<file path="src/rtl/stopwatch_pkg.sv">
// Purpose: shared state encodings and BCD limits for the stopwatch core.
// Latency: n/a (declarations only).
// Backpressure: n/a.
package stopwatch_pkg;

    localparam int BCD_W = 4;

    localparam logic [BCD_W-1:0] BCD_ZERO     = 4'd0;
    localparam logic [BCD_W-1:0] BCD_ONE      = 4'd1;
    localparam logic [BCD_W-1:0] DIGIT_MAX    = 4'd9;
    localparam logic [BCD_W-1:0] SEC_TENS_MAX = 4'd5;
    localparam logic [BCD_W-1:0] SEC_ONES_MAX = 4'd9;

    typedef enum logic {
        ST_RUN    = 1'b0,
        ST_PAUSED = 1'b1
    } state_t;

endpackage

</file>
<file path="src/rtl/bcd_digit_pair.sv">
// Purpose: two-digit BCD counter with a programmable top value, wrap or hold at the top.
// Latency: digits update on the clock edge that samples inc.
// Backpressure: none; every inc pulse is consumed the cycle it arrives.
//
// Ports:
//   clk, rst            clock, synchronous active-high reset (clears both digits)
//   inc                 1-cycle increment request
//   tens_max, ones_max  top value of the pair (e.g. 5/9 for seconds)
//   sat                 0 = wrap top -> 00, 1 = hold at top
//   tens, ones          registered BCD digits
//   carry_out           inc seen while the pair sits at its top value
module bcd_digit_pair
    import stopwatch_pkg::*;
(
    input  logic             clk,
    input  logic             rst,
    input  logic             inc,
    input  logic [BCD_W-1:0] tens_max,
    input  logic [BCD_W-1:0] ones_max,
    input  logic             sat,
    output logic [BCD_W-1:0] tens,
    output logic [BCD_W-1:0] ones,
    output logic             carry_out
);

    logic at_max;

    assign at_max    = (tens == tens_max) && (ones == ones_max);
    assign carry_out = inc && at_max;

    always_ff @(posedge clk) begin
        if (rst) begin
            tens <= BCD_ZERO;
            ones <= BCD_ZERO;
        end else if (inc) begin
            if (at_max) begin
                if (!sat) begin
                    tens <= BCD_ZERO;
                    ones <= BCD_ZERO;
                end
            end else if (ones == DIGIT_MAX) begin
                ones <= BCD_ZERO;
                tens <= tens + BCD_ONE;
            end else begin
                ones <= ones + BCD_ONE;
            end
        end
    end

endmodule

</file>
<file path="src/rtl/stopwatch_counter.sv">
// Purpose: MM:SS BCD stopwatch core with run/pause FSM and fast-set adjust mode.
// Latency: 1 clk from an enable pulse to the new digit value / rollover / running.
// Backpressure: none; enable and pause pulses act in the cycle they are sampled.
//
// Ports:
//   clk, rst                synchronous active-high reset, overrides all inputs
//   one_hz_en, two_hz_en    1-cycle divider pulses (count tick / adjust tick)
//   pause_pulse             debounced press, toggles RUN/PAUSED
//   adj, sel                adjust mode level; field select (0 = minutes, 1 = seconds)
//   min_tens..sec_ones      registered BCD digits
//   running                 1 while in RUN
//   rollover                1-clk pulse on MIN_LIMIT:59 -> 00:00 in count mode
// Build option: STOPWATCH_SAT_EN defined -> count mode holds at MIN_LIMIT:59 and
// pauses instead of wrapping; rollover is then tied 0.
module stopwatch_counter
    import stopwatch_pkg::*;
#(
    parameter int MIN_LIMIT     = 99,
    parameter bit RESET_RUNNING = 1'b1
) (
    input  logic             clk,
    input  logic             rst,
    input  logic             one_hz_en,
    input  logic             two_hz_en,
    input  logic             pause_pulse,
    input  logic             adj,
    input  logic             sel,
    output logic [BCD_W-1:0] min_tens,
    output logic [BCD_W-1:0] min_ones,
    output logic [BCD_W-1:0] sec_tens,
    output logic [BCD_W-1:0] sec_ones,
    output logic             running,
    output logic             rollover
);

    localparam logic [BCD_W-1:0] MIN_TENS_MAX = BCD_W'(MIN_LIMIT / 10);
    localparam logic [BCD_W-1:0] MIN_ONES_MAX = BCD_W'(MIN_LIMIT % 10);
    localparam state_t           RESET_STATE  = RESET_RUNNING ? ST_RUN : ST_PAUSED;

    state_t state;
    state_t state_nxt;

    logic is_run;
    logic count_tick;
    logic adj_tick;
    logic limit_hold;
    logic roll_nxt;
    logic sec_inc;
    logic sec_carry;
    logic min_inc;
    logic min_carry;

    // Mode muxing: only the pulse belonging to the current mode acts, and
    // only while running. Decisions use the current state, so a pause press
    // in the same cycle as a tick still lets that tick count.
    assign is_run     = (state == ST_RUN);
    assign count_tick = is_run && !adj && one_hz_en;
    assign adj_tick   = is_run &&  adj && two_hz_en;

`ifdef STOPWATCH_SAT_EN
    logic at_limit;
    assign at_limit   = (sec_tens == SEC_TENS_MAX) && (sec_ones == SEC_ONES_MAX) &&
                        (min_tens == MIN_TENS_MAX) && (min_ones == MIN_ONES_MAX);
    assign limit_hold = count_tick && at_limit;
    assign roll_nxt   = 1'b0;
`else
    assign limit_hold = 1'b0;
    // A minute carry outside adjust mode can only come from MIN_LIMIT:59 wrapping.
    assign roll_nxt   = min_carry && !adj;
`endif

    assign sec_inc = (count_tick && !limit_hold) || (adj_tick && sel);
    // Seconds carry feeds minutes only in count mode; adjusting seconds never carries.
    assign min_inc = (count_tick && sec_carry) || (adj_tick && !sel);

    // Both pairs wrap. Count-mode saturation is done by gating the increment
    // above, since seconds must still wrap 59 -> 00 below the minute limit.
    bcd_digit_pair u_sec (
        .clk       (clk),
        .rst       (rst),
        .inc       (sec_inc),
        .tens_max  (SEC_TENS_MAX),
        .ones_max  (SEC_ONES_MAX),
        .sat       (1'b0),
        .tens      (sec_tens),
        .ones      (sec_ones),
        .carry_out (sec_carry)
    );

    bcd_digit_pair u_min (
        .clk       (clk),
        .rst       (rst),
        .inc       (min_inc),
        .tens_max  (MIN_TENS_MAX),
        .ones_max  (MIN_ONES_MAX),
        .sat       (1'b0),
        .tens      (min_tens),
        .ones      (min_ones),
        .carry_out (min_carry)
    );

    always_comb begin
        state_nxt = state;
        if (pause_pulse) begin
            state_nxt = (state == ST_RUN) ? ST_PAUSED : ST_RUN;
        end
        // Reaching the saturated limit always parks the FSM, whatever the press.
        if (limit_hold) begin
            state_nxt = ST_PAUSED;
        end
    end

    always_ff @(posedge clk) begin
        if (rst) begin
            state    <= RESET_STATE;
            rollover <= 1'b0;
        end else begin
            state    <= state_nxt;
            rollover <= roll_nxt;
        end
    end

    assign running = is_run;

endmodule

</file>
<file path="config.mk">
export PLATFORM = sky130hd
export DESIGN_NAME = stopwatch_counter
export DESIGN_NICKNAME = d
export VERILOG_FILES = /design/src/rtl/stopwatch_pkg.sv /design/src/rtl/bcd_digit_pair.sv /design/src/rtl/stopwatch_counter.sv
export SDC_FILE = /design/constraint.sdc
export NUM_CORES = 1
export LEC_CHECK = 0
export BUFFER_PORTS_ARGS = -buffer_cell sky130_fd_sc_hd__buf_2
export CAP_MARGIN = 40
export CORE_UTILIZATION = 30
export CTS_CLUSTER_DIAMETER = 40
export DETAILED_ROUTE_END_ITERATION = 10
export GPL_TIMING_DRIVEN = 0
export PLACE_DENSITY = 0.53
export REMOVE_ABC_BUFFERS = 1
export SLEW_MARGIN = 15
export SYNTH_ARGS = -nofsm -noshare
export SYNTH_HDL_FRONTEND = slang
export SYNTH_SLANG_ARGS = --single-unit
</file>
<file path="constraint.sdc">
create_clock -name clk -period 1.45 [get_ports clk]
set_input_delay 0.0725 -clock clk [delete_from_list [all_inputs] [get_ports clk]]
set_output_delay 0.0725 -clock clk [all_outputs]
set_load 0.005 [all_outputs]
</file>
==> metrics.csv <==
metric;value;unit
finalWorstSetupSlack;-0.120;ns
cp_slowest_stage_delay;0.39;ns
swShare;25.9;%
dieHeight;60.3;um
min_period;1.57;ns
post_route_cells_drive_above_1_share;46.3;%
reg2reg_depth;7;
grtUsageMet1;19.2;%
vias;953;
async_flop_share;0;%
combPwrFrac;13.6;%
synthCells;108;
leakagePower;0.000575;uW
grt_pass1_vias;871;
synth_seq_cells;18;
max_freq;0.637;GHz
ys.flop_type;dfxtp_1;
met2_usage;22.3;%
routedWlPerCell;12.3;um
synth_top_area_cell;dfxtp_1;
startpoint_type;register;
pre_cts_ws;-0.314;ns
drt_iter0_drc;40;
arrival;1.82;ns
hold_end;state;
synth_edf_count;0;
timing.hold.ws;0.140;ns
cts_tree;built;
regToRegEndpoint;u_min.ones[2];
layout.nets;163;
p_seq_share;53.7;%
ys_seq_area_share;35.4;%
cts_buffers;3;
clkPwrFrac;32.6;%
tightest_slew;0.469;ns
critPathMaxFanout;5;
end_kind;register;
netlist_area;1020;um2
rsz0062_at_grt;true;
synth_top_area_share;35.4;%
critical_path_class;register to register;
place_hpwl;1560;um
synth_cell_type_count;38;
slew_headroom;68.7;%
required;1.70;ns
status;finished, violations left;
drc_errors;0;
antenna_found_initial;0;
gp_congestion;0.698;
setup_viol;6;
reg2reg_setup_slack;-0.12;ns
fin_crit_sh;108;%
placed_cells;174;
diodes;0;
wl;2350;um
viasPerCell;4.99;
die_w;60.3;um
crit_path_cell_trace;inv_2 -> ha_4 -> and3b_2 -> a31oi_4 -> buf_6 -> or4_1 -> a21oi_1;
drv_slew;0;
start_util;32.6;%
rows;20;
yosysMostFrequentCell;dfxtp_1;
clock_latency;0.30;ns
fin_worst_skew;0.00456;ns
synth.top_cells.by_count;dfxtp_1, nor2_1, ha_1, inv_1, a21oi_1;
portBuffers;24;
max-vdd-ir-drop;0.469;mV
firstDrtPassIters;4;
grt_max_degree;17;
cts_sinks;18;
cts_htree_levels;1;
cts.clk_slew.worst_paths;0.11;ns
yosysWarnings;0;
hold_viol_final;0;
grt_pass1_wl;3900;um
slowest_stage;or4_1;
timing.rr.start;u_sec.tens[1];
violations;setup timing;
avgSynthCellArea;9.43;um2
grtUsageTotal;14.2;%
clock-root-buffer;clkbuf_4;
power.internal;727;uW
overflow;0;
drv_cap;0;
p_per_area;708;nW/um2
ioPinCount;25;
synth_area_leaders;dfxtp_1, ha_1, nor2_1;
finalNonFillerCells;191;
clock_path_buffers;2;
area_growth_syn_to_layout;36.1;%
grt_use_met3;3.90;%
min_path_type;input pin to register;
grt.busiest_layer;met2;
min-delay-start;rst;
die-area;3630;um2
ant_nets;0;
fp.coreArea;3130;um2
worstHoldPathCells;2;
fin_total_pwr;982;uW
fin_util;44.3;%
p_sw;255;uW
## logic make-up (layout without fill, tap and decap cells)
group           Yosys count  count (layout)  share of synthesized area [%]
flops                    18              18                           35.4
compound gates           24              24                           18.6
buf+inv                  10              49                           4.42
fa+ha+maj                 8               8                           9.83
xor+xnor                  4               4                           3.44
simple gates             41              41                           25.3
mux                       3               3                           3.07
## cell usage in the layout, fill, tap and decap left out, types with 3 or more instances in the layout
cell type	synthesis	routed
dfxtp_1	18	11
buf_4	0	11
nor2_1	13	13
o21ai_0	4	4
ha_1	8	6
nor3_1	3	3
dfxtp_2	0	5
a21oi_1	7	6
xnor2_1	4	4
buf_2	0	24
inv_1	8	6
nand3_1	4	4
nand3b_1	3	3
clkbuf_4	0	3
## power groups by stage
stage / combinational [uW] / sequential, uW / clock [uW]
final: 134 / 528 / 320
after global routing: 149 / 531 / 343
after CTS: 126 / 526 / 333
after detailed placement: 99.2 / 542 / 0
after global placement: 96.2 / 541 / 0
after floorplan: 57.4 / 539 / 0
## metrics by stage
step | area, um2 | setup TNS [ns]
6_report | 1390 | -0.382
5_1_grt | 1390 | -1.02
4_1_cts | 1350 | -0.505
3_5_place_dp | 1180 | -1.68
3_3_place_gp | 1180 | -1.26
2_1_floorplan | 1000 | -0.498
## how the worst max path moves through the flow
stage / from / endpoint / slack [ns]
5_1_grt: u_min.ones[1] / u_min.tens[0] / -0.19
3_3_place_gp: u_sec.tens[0] / u_min.tens[1] / -0.25
4_1_cts: u_sec.tens[1] / u_min.ones[2] / -0.13
3_5_place_dp: u_sec.tens[1] / u_min.ones[1] / -0.31
2_1_floorplan: u_sec.tens[0] / u_min.tens[1] / -0.14
6_report: u_sec.tens[1] / u_min.ones[2] / -0.12
## area by class of cell
class	count	area [um2]
Tap cell	44	55.1
Inverter	8	30.0
Multi-Input combinational cell	80	667
Timing Repair Buffer	37	224
Fill cell	329	1740
Clock buffer	4	36.3
Sequential cell	18	374
## registers in the layout, summed over array words and instances (netlist names)
signal and count:
rollover 1, state 1, u_min.ones 4, u_min.tens 4, u_sec.ones 4, u_sec.tens 4
## critical path, delay by kind of cell, from the launching register on
family / cells / cell delay, ns
adders and majority gates: 1 / 0.12
buffers and inverters: 2 / 0.20
DFF: 1 / 0.34
AOI/OAI and AO/OA: 2 / 0.24
and+or+nand+nor: 2 / 0.62
## routing by layer
| metal | share of wire (%) | vias to the layer above |
|---|---|---|
| li1 | - | 472 |
| met1 | 48 | 450 |
| met2 | 46 | 28 |
| met3 | 5.6 | 3 |
| met4 | 0.51 | 0 |
| met5 | 0 | - |
## timing repair
| action | 4_1_cts | 5_1_grt |
|---|---|---|
| pin swaps | 7 | 4 |
| hold buffers | 1 | 0 |
| hold endpoints to repair | 1 | 0 |
| endpoints found under the setup margin | 13 | 16 |
| buffers inserted | 11 | 1 |
| gates resized for setup | 16 | 7 |
Note: power is estimated with default switching activity, not from simulation.
